`config.mk`:
```
export PLATFORM = sky130hd
export DESIGN_NAME = fwd_hazard_unit
export DESIGN_NICKNAME = d
export VERILOG_FILES = /design/src/rtl/fwd_hazard_unit.sv
export SDC_FILE = /design/constraint.sdc
export NUM_CORES = 1
export LEC_CHECK = 0
export ABC_AREA = 1
export ABC_CLOCK_PERIOD_IN_PS = 3600
export BUFFER_PORTS_ARGS = -buffer_cell sky130_fd_sc_hd__buf_2
export CAP_MARGIN = 10
export CORE_MARGIN = 2
export CORE_UTILIZATION = 40
export DETAILED_ROUTE_END_ITERATION = 8
export GPL_TIMING_DRIVEN = 0
export HOLD_SLACK_MARGIN = 0.08
export PLACE_DENSITY_LB_ADDON = 0.12
export SETUP_SLACK_MARGIN = 0.2
export SLEW_MARGIN = 40
export SYNTH_ARGS = -nofsm -noshare
export SYNTH_HDL_FRONTEND = slang
export SYNTH_SLANG_ARGS = --single-unit
export TNS_END_PERCENT = 20
```
`constraint.sdc`:
```
create_clock -name clk_i -period 3.6 [get_ports clk_i]
set_input_delay 0.72 -clock clk_i [delete_from_list [all_inputs] [get_ports clk_i]]
set_output_delay 0.72 -clock clk_i [all_outputs]
set_load 0.02 [all_outputs]
```
`src/rtl/fwd_hazard_unit.sv`:
```
// Forwarding and load-use hazard unit for the 5-stage pipeline: shadows the ID/EX, EX/MEM, MEM/WB
// hazard fields and drives the EX operand-mux selects. FWD_STALL_CNT_EN adds a stall-cycle counter.
module fwd_hazard_unit #(
  parameter int unsigned REG_AW = 5,
  parameter int unsigned CNT_W  = 32
) (
  input  logic              clk_i,
  input  logic              rst_i,
  input  logic              id_valid_i,
  input  logic [REG_AW-1:0] id_rs_i,
  input  logic [REG_AW-1:0] id_rt_i,
  input  logic              id_use_rt_i,
  input  logic [REG_AW-1:0] id_rd_i,
  input  logic              id_regwrite_i,
  input  logic              id_memread_i,
  input  logic              flush_i,
  output logic [1:0]        fwd_a_sel_o,
  output logic [1:0]        fwd_b_sel_o,
  output logic              stall_o,
  output logic [CNT_W-1:0]  stall_cnt_o
);

  localparam logic [1:0] SelRf  = 2'b00;
  localparam logic [1:0] SelMem = 2'b01;
  localparam logic [1:0] SelWb  = 2'b10;

  logic [REG_AW-1:0] ex_rs_q, ex_rt_q, ex_rd_q, mem_rd_q, wb_rd_q;
  logic              ex_use_rt_q, ex_regwrite_q, ex_memread_q;
  logic              mem_regwrite_q, mem_memread_q, wb_regwrite_q;
  logic              ex_take;

  // A stalled, flushed or empty ID slot enters EX as a fully cleared bubble.
  assign ex_take = id_valid_i & ~stall_o & ~flush_i;

  always_ff @(posedge clk_i or negedge rst_i) begin
    if (!rst_i) begin
      ex_rs_q        <= '0;
      ex_rt_q        <= '0;
      ex_rd_q        <= '0;
      ex_use_rt_q    <= 1'b0;
      ex_regwrite_q  <= 1'b0;
      ex_memread_q   <= 1'b0;
      mem_rd_q       <= '0;
      mem_regwrite_q <= 1'b0;
      mem_memread_q  <= 1'b0;
      wb_rd_q        <= '0;
      wb_regwrite_q  <= 1'b0;
    end else begin
      wb_rd_q        <= mem_rd_q;
      wb_regwrite_q  <= mem_regwrite_q;
      mem_rd_q       <= ex_rd_q;
      mem_regwrite_q <= ex_regwrite_q;
      mem_memread_q  <= ex_memread_q;
      if (ex_take) begin
        ex_rs_q       <= id_rs_i;
        ex_rt_q       <= id_rt_i;
        ex_rd_q       <= id_rd_i;
        ex_use_rt_q   <= id_use_rt_i;
        ex_regwrite_q <= id_regwrite_i;
        ex_memread_q  <= id_memread_i;
      end else begin
        ex_rs_q       <= '0;
        ex_rt_q       <= '0;
        ex_rd_q       <= '0;
        ex_use_rt_q   <= 1'b0;
        ex_regwrite_q <= 1'b0;
        ex_memread_q  <= 1'b0;
      end
    end
  end

  logic mem_a_hit, wb_a_hit, mem_b_hit, wb_b_hit;

  assign mem_a_hit = mem_regwrite_q & (mem_rd_q != '0) & (mem_rd_q == ex_rs_q);
  assign wb_a_hit  = wb_regwrite_q & (wb_rd_q != '0) & (wb_rd_q == ex_rs_q);
  assign mem_b_hit = mem_regwrite_q & (mem_rd_q != '0) & (mem_rd_q == ex_rt_q);
  assign wb_b_hit  = wb_regwrite_q & (wb_rd_q != '0) & (wb_rd_q == ex_rt_q);

  // The younger result in MEM takes priority over WB.
  always_comb begin
    fwd_a_sel_o = SelRf;
    if (mem_a_hit)     fwd_a_sel_o = SelMem;
    else if (wb_a_hit) fwd_a_sel_o = SelWb;

    fwd_b_sel_o = SelRf;
    if (ex_use_rt_q) begin
      if (mem_b_hit)     fwd_b_sel_o = SelMem;
      else if (wb_b_hit) fwd_b_sel_o = SelWb;
    end
  end

  assign stall_o = id_valid_i & ex_memread_q & ex_regwrite_q & (ex_rd_q != '0) &
                   ((ex_rd_q == id_rs_i) | (id_use_rt_i & (ex_rd_q == id_rt_i)));

`ifdef FWD_STALL_CNT_EN
  logic [CNT_W-1:0] stall_cnt_q;

  always_ff @(posedge clk_i or negedge rst_i) begin
    if (!rst_i) begin
      stall_cnt_q <= '0;
    end else if (stall_o && !flush_i && (stall_cnt_q != '1)) begin
      stall_cnt_q <= stall_cnt_q + CNT_W'(1);
    end
  end

  assign stall_cnt_o = stall_cnt_q;
`else
  assign stall_cnt_o = '0;
`endif

endmodule

```
Word-level counts from Yosys, hierarchy flattened
Cells that the tools add are included.
{"block": "totals", "ff_bits": 30, "latch_bits": 0, "mem_bits_rw": 0, "rom_bits": 0, "wordCells": 46, "mem_count": 0}
{"block": "op_classes", "addsub": 0, "multipliers": 0, "n_div": 0, "order_cmp": 0, "eq_ne": 6, "n_shift": 0, "n_mux": 11, "n_bitwise": 16, "reduce_logical": 3}
{"operator": "== test 5 bit", "n": 6}
{"operator": "two-way mux 5 bit", "n": 3}
{"operator": "nonzero test 5 bit", "n": 3}
{"operator": "bitwise AND 1 bit", "n": 13}
{"operator": "two-way mux 2 bit", "n": 5}
{"operator": "two-way mux 1 bit", "n": 3}
{"operator": "inverter 1 bit", "n": 2}
{"operator": "bitwise OR 1 bit", "n": 1}

Depth between registers and ports, before layout
Gate-level depths: netlist of run 1.
{"block": "depth", "depth_word": 8, "depth_mapped": 10}

Worst setup path after synthesis of run 1
No wires, ideal clock.
{"block": "synth_timing", "kind": "input-to-output", "start": "in id_rt_i[3]", "end": "out stall_o", "t_arrival_ns": 1.277, "required_time_ns": 2.880, "slack_ns": 1.603, "cell_stages": 8, "n_path_buf": 0, "path_cell_list": "inv_1 > nand2_1 > nand2_1 > nor2_1 > nand3_1 > nand2_1 > nand2_2 > inv_1"}
{"block": "synth_via", "elab_chain_len": 4}
{"element": "start, declared", "line": "11", "rtl": "input logic [REG_AW-1:0] id_rt_i,"}
{"element": "== test 5 bit", "line": "93", "rtl": "((ex_rd_q == id_rs_i) | (id_use_rt_i & (ex_rd_q == id_rt_i)));"}
{"element": "bitwise AND 1 bit", "line": "93"}
{"element": "bitwise OR 1 bit", "line": "93"}
{"element": "bitwise AND 1 bit", "line": "92", "rtl": "assign stall_o = id_valid_i & ex_memread_q & ex_regwrite_q & (ex_rd_q != '0) &"}
{"element": "end, declared", "line": "19", "rtl": "output logic stall_o,"}
No other way between the ends.

Worst setup path in the final report of run 1
{"block": "layout_timing", "start": "reg mem_rd_q[2]", "end": "out fwd_a_sel_o[0]"}
{"block": "layout_via", "elab_chain_len": 4, "elab_cells_between_ends": 5, "cone_classes": "1 x eq/ne; 1 x mux; 2 x bitwise; 1 x reduce/logical"}
{"element": "start, declared", "line": "27", "rtl": "logic [REG_AW-1:0] ex_rs_q, ex_rt_q, ex_rd_q, mem_rd_q, wb_rd_q;"}
{"element": "start signal, assigned", "line": "51", "rtl": "mem_rd_q <= ex_rd_q;"}
{"element": "nonzero test 5 bit", "line": "74", "rtl": "assign mem_a_hit = mem_regwrite_q & (mem_rd_q != '0) & (mem_rd_q == ex_rs_q);"}
{"element": "bitwise AND 1 bit", "line": "74"}
{"element": "bitwise AND 1 bit *", "line": "74"}
{"element": "named net mem_a_hit", "line": "72", "rtl": "logic mem_a_hit, wb_a_hit, mem_b_hit, wb_b_hit;"}
{"element": "two-way mux 2 bit *", "line": "82", "rtl": "if (mem_a_hit) fwd_a_sel_o = SelMem;"}
{"element": "end, declared", "line": "17", "rtl": "output logic [1:0] fwd_a_sel_o,"}
The timed path passes the listed nets; every way through them passes the cells marked *.

==> results of run 1 <==
-- synth_stat cells (all sizes together) --
cell	number	area share
buf	34	0.16
nand2	34	0.083
nor2	34	0.080
inv	31	0.070
dfrtp	30	0.45
xnor2	11	0.058
xor2	9	0.048
nand3	4	0.012
nand4	4	0.015
nor3	4	0.012
o21ai	2	0.0060
a21oi	1	0.0030
conb	1	0.0023
-- metal layers --
metal  vias up  track usage  share of wire
li1        649            -              -
met1       486        0.167           0.43
met2        42        0.223           0.47
met3         8       0.0493          0.068
met4         0       0.0875          0.030
met5         -            0              0
-- power breakdown --
part           leakage (nW)  switching [mW]  total (mW)  internal, mW
Combinational         0.835          0.0739       0.130        0.0557
Sequential            0.404          0.0126       0.363         0.350
Clock                0.0438           0.121       0.250         0.129
Total                  1.28           0.208       0.743         0.535
-- flip-flops by register name (all words and copies together) (netlist names), 5 cells and up --
name      cells
ex_rd_q       5
ex_rs_q       5
ex_rt_q       5
mem_rd_q      5
wb_rd_q       5
-- critical path, stage by stage (launching register included) --
cell and delay [ns]:
dfrtp_1 0.42, xnor2_1 0.21, nand4_1 0.13, nor3_1 0.24, buf_4 0.16, buf_2 0.15
-- worst paths after layout --
path                                               start                 endpoint  slack [ns]  cells past startpoint
worst max-delay path               mem_rd_q[2]$_DFF_PN0_           fwd_a_sel_o[0]        1.30                      5
worst min-delay path            mem_regwrite_q$_DFF_PN0_  wb_regwrite_q$_DFF_PN0_        0.39                      0
worst max register to register      ex_rd_q[1]$_DFF_PN0_     ex_rs_q[1]$_DFF_PN0_        2.22                     10
worst min register to register  mem_regwrite_q$_DFF_PN0_  wb_regwrite_q$_DFF_PN0_        0.39                      0
max in group asynchronous                          rst_i     wb_rd_q[3]$_DFF_PN0_        2.73                      1
min in group asynchronous                          rst_i     ex_rd_q[1]$_DFF_PN0_        0.46                      1
-- area by class of cell --
class	instances	area, um^2
multi-input cells	135	646
clock buffers	5	68.8
clock inverters	2	10.0
fillers	401	1960
repair buffers	26	130
inverters	31	116
flip-flops and latches	30	751
well taps	50	62.6
plain buffers	34	259
-- per-stage QoR --
stage,instance area [um^2],hold WS (ns),setup WS (ns),util,total power [mW]
after CTS,2040,0.384,1.24,0.511,0.752
after global placement,1960,0.374,1.34,0.491,0.498
final,2040,0.390,1.30,0.511,0.743
after floorplan,1770,0.354,1.60,-,0.467
after global routing,2040,0.400,1.11,0.511,0.795
after detailed placement,1960,0.374,1.33,0.491,0.500
-- logic make-up after synthesis --
logic type                synth area share
xor gates and xnor gates             0.106
other                              0.00227
and+or+nand+nor                      0.203
DFF                                  0.454
AOI/OAI and AO/OA                  0.00907
buffers and inverters                0.227
==> results.ini, run 1 <==
[outcome]
status = finished, final reports clean

[clock_network]
cts_tree = yes
cts_resized = 0
cts_num_sinks = 30
cts_root_buffer = clkbuf_8
post_cts_buffers = 0
clockBufferDepth = 2
insertion_delay_ns = 0.28
h-tree-depth = 2
cts-buffers-inserted = 5
clk_pin_slew_ns = 0.06
hold_buffers = 0

[job]
drv_cap = 0

[drt]
routedWlPerCell_um = 8.84
via_per_inst = 3.79
vias = 1185
firstDrtPassIters = 4
ant_nets = 0
drt_iter0_drc = 22
wirelength_um = 2770
drc = 0

[final_layout]
area_delta_synth_final_pct = 23.4
final_common_cell = buf_4
n_antenna_cell = 0
fin_cells = 313
drive_above_1_share = 0.274
nets = 285
mostFrequentLayoutCells = buf_4, nor2_1, nand2_1, conb_1

[worst_setup_path]
crit_fanout = 4
worstPathRequired_ns = 2.88
criticalPathCategory = reg -> out
cp-end-kind = primary output
critPathArrivalTime_ns = 1.58
cp-start-kind = flip-flop

[global_routing]
grt_first_pass_wirelength_um = 4590
grt_pass1_vias = 1077
grt_start_max_net_pins = 31
gr-total-overflow = 0
antenna_found_initial = 0
grt_usage = 0.143

[power]
leakage_nw = 1.28
power.density_mw_per_mm2 = 364
ir_drop_v = 0.000226

[sta]
drv_slew = 0
period_share = 0.640
min_period_ns = 2.30
hold_violations = 0
skew_ns = 0.00244
maxSlewHeadroom = 0.575
worst_slew_pin_slew_ns = 0.638
finalSetupViolations = 0
setup_tns_ns = 0
fmaxAchievable_ghz = 0.434
grt_setup_unrepaired = false

[yosys]
synthDistinctLibCells = 18
synth_cells = 199
ys_warn_count = 0
avgSynthCellArea_um2 = 8.32
synth.cell_area_mm2 = 0.00166
ys_seq_area_frac = 0.454
synth_seq_cells = 30

[die]
die_h_um = 68.3
rows = 23
core_area_mm2 = 0.00400
io_pins = 59
dieArea_mm2 = 0.00467
fp.dieW_um = 68.3
start_util = 0.414

[placement]
routabilityCongestion = 0.857
port_buffers = 26
dp.cells = 306
dp.final_hpwl_um = 2230

[worst_hold_path]
hold_class = reg -> reg

Power figures use the tool's default switching activity.
==> inputs of run 2 (changes only) <==
ABC_CLOCK_PERIOD_IN_PS = 2050   (was 3600)
clock period = 2.05 ns   (was 3.6 ns; I/O delays follow)
==> run 2 against run 1 <==
Count of clock-buffer cells in the layout did not move. Clock power rose by 76%. Power rose by 76%. Critical path type unchanged. Largest power group unchanged. Highest routed layer unchanged.
==> results.ini, run 2 (same netlist as run 1, synthesis figures left out) <==
[outcome]
status = finished, final reports clean

[worst_setup_path]
critPathMaxStageDelay_ns = 0.44  ; +0.02 ns
crit_slowest_cell = dfrtp_1
cpMostUsedCell = nor2_1
crit_fanout = 4  ; unchanged
worstPathRequired_ns = 1.64  ; -1.24 ns
cp-end-kind = primary output
path_buf_inv = 2  ; unchanged
critPathArrivalTime_ns = 1.48  ; -0.10 ns
cp-start-kind = flip-flop
criticalPathCategory = reg -> out
cp_cell_sequence = xnor2_1 > nand2_1 > nor2_1 > nand3_2 > inv_1 > nor2_1 > buf_4
crit_family = flip-flops

[power]
finalPower_mw = 1.31  ; +76%
p_seq_frac = 0.487  ; -0.002
power.share.combinational = 0.178  ; +0.003
leakage_nw = 1.28  ; about the same
switchingPower_mw = 0.368  ; +78%
internal-power_mw = 0.942  ; +76%
ir_drop_v = 0.000394  ; +74%
clkPwrFrac = 0.335  ; -0.002
power.density_mw_per_mm2 = 632  ; +74%
netSwitchingFraction = 0.281  ; +0.00171

[sta]
fmaxAchievable_ghz = 0.528
setup_tns_ns = 0  ; unchanged
skew_ns = 0.00184  ; -0.000604 ns
finalSetupViolations = 0  ; unchanged
period_share = 0.924
min_period_ns = 1.89
drv_slew = 0  ; unchanged
worst_slew_pin_slew_ns = 0.639  ; +0.00156 ns
holdWs_ns = 0.151  ; -0.239 ns
maxSlewHeadroom = 0.574  ; -0.00104
hold_violations = 0  ; unchanged
grt_setup_unrepaired = true

[clock_network]
clockBufferDepth = 2  ; unchanged
post_cts_buffers = 0  ; unchanged
cts-buffers-inserted = 5  ; unchanged
h-tree-depth = 2  ; unchanged
clk_pin_slew_ns = 0.06  ; about the same
cts_num_sinks = 30  ; unchanged
insertion_delay_ns = 0.28  ; about the same
cts_root_buffer = clkbuf_8
hold_buffers = 0  ; unchanged
cts_tree = yes

[die]
core_area_mm2 = 0.00400  ; unchanged
fp.dieW_um = 68.3  ; unchanged
io_pins = 59  ; unchanged
die_h_um = 68.3  ; unchanged
dieArea_mm2 = 0.00467  ; unchanged
start_util = 0.414  ; unchanged
rows = 23  ; unchanged

[final_layout]
n_antenna_cell = 0  ; unchanged
multi_input_area_um2 = 671  ; +3.9%
mostFrequentLayoutCells = buf_4, nor2_1, conb_1
final_common_cell = buf_4
area_delta_synth_final_pct = 25.3
seq_area_um2 = 754  ; +0.50%
nFillCells = 398  ; -0.75%
nets = 285  ; unchanged
fin_cells = 313  ; unchanged
drive_above_1_share = 0.304  ; +0.0304

[global_routing]
grt_pass1_vias = 1079  ; +0.19%
gr-total-overflow = 0  ; unchanged
grt_start_max_net_pins = 31  ; unchanged
grt_usage = 0.142  ; -0.000299
grt_first_pass_wirelength_um = 4570  ; -0.31%
antenna_found_initial = 0  ; unchanged

[worst_hold_path]
hold_class = in -> async

[drt]
via_per_inst = 3.80  ; +0.42%
firstDrtPassIters = 4  ; unchanged
vias = 1190  ; +0.42%
routedWlPerCell_um = 9.06  ; +2.5%
wirelength_um = 2840  ; +2.5%
drc = 0  ; unchanged
ant_nets = 0  ; unchanged
drt_iter0_drc = 23  ; +4.5%

[placement]
routabilityCongestion = 0.857  ; unchanged
dp.cells = 306  ; unchanged
port_buffers = 26  ; unchanged
dp.final_hpwl_um = 2230  ; unchanged

[job]
drv_cap = 0  ; unchanged

[run 2: timing repair]
item                                    CTS  global route
endpoints found under the setup margin    5             5
gates resized for setup                   5             4
pin swaps                                 1             1
[run 2: final timing paths]
path | startpoint | endpoint | slack, ns | cells after the start
min | rst_i | ex_rd_q[1]$_DFF_PN0_ | 0.15 | 1
max | mem_rd_q[0]$_DFF_PN0_ | fwd_b_sel_o[1] | 0.16 | 7
max reg2reg | ex_rd_q[1]$_DFF_PN0_ | ex_rs_q[1]$_DFF_PN0_ | 0.66 | 10
min reg2reg | ex_regwrite_q$_DFF_PN0_ | mem_regwrite_q$_DFF_PN0_ | 0.39 | 0
min in group clk_i | id_rd_i[0] | ex_rd_q[0]$_DFF_PN0_ | 0.33 | 3
max in group asynchronous | rst_i | mem_rd_q[1]$_DFF_PN0_ | 1.44 | 1
[run 2: area by class of cell]
cell class              instances  area share
flip-flops and latches         30       0.364
repair buffers                 26      0.0639
inverters                      31      0.0561
plain buffers                  34       0.125
clock buffers                   5      0.0332
well taps                      50      0.0302
clock inverters                 2     0.00483
multi-input cells             135       0.323
[run 2: routing by layer]
| layer | GRT usage | wire (um) | part of all wire | up-vias |
|---|---|---|---|---|
| met5 | 0 | 0 | 0 | - |
| met4 | 0.0875 | 84 | 0.030 | 0 |
| met2 | 0.223 | 1340 | 0.47 | 44 |
| li1 | - | - | - | 648 |
| met3 | 0.0493 | 197 | 0.069 | 8 |
| met1 | 0.166 | 1210 | 0.43 | 490 |
[run 2: power groups by stage]
stage	clock, mW	combinational (mW)	sequential (mW)
4_1_cts	0.454	0.232	0.639
2_1_floorplan	0	0.178	0.643
3_3_place_gp	0	0.227	0.648
5_1_grt	0.496	0.266	0.642
3_5_place_dp	0	0.229	0.649
6_report	0.439	0.233	0.639
[run 2: stage by stage]
stage	setup slack (ns)	utilization	cell area [um^2]
2_1_floorplan	0.499	-	1770
3_5_place_dp	0.321	0.491	1960
3_3_place_gp	0.372	0.491	1960
5_1_grt	0.00802	0.519	2070
6_report	0.157	0.519	2070
4_1_cts	0.124	0.516	2060
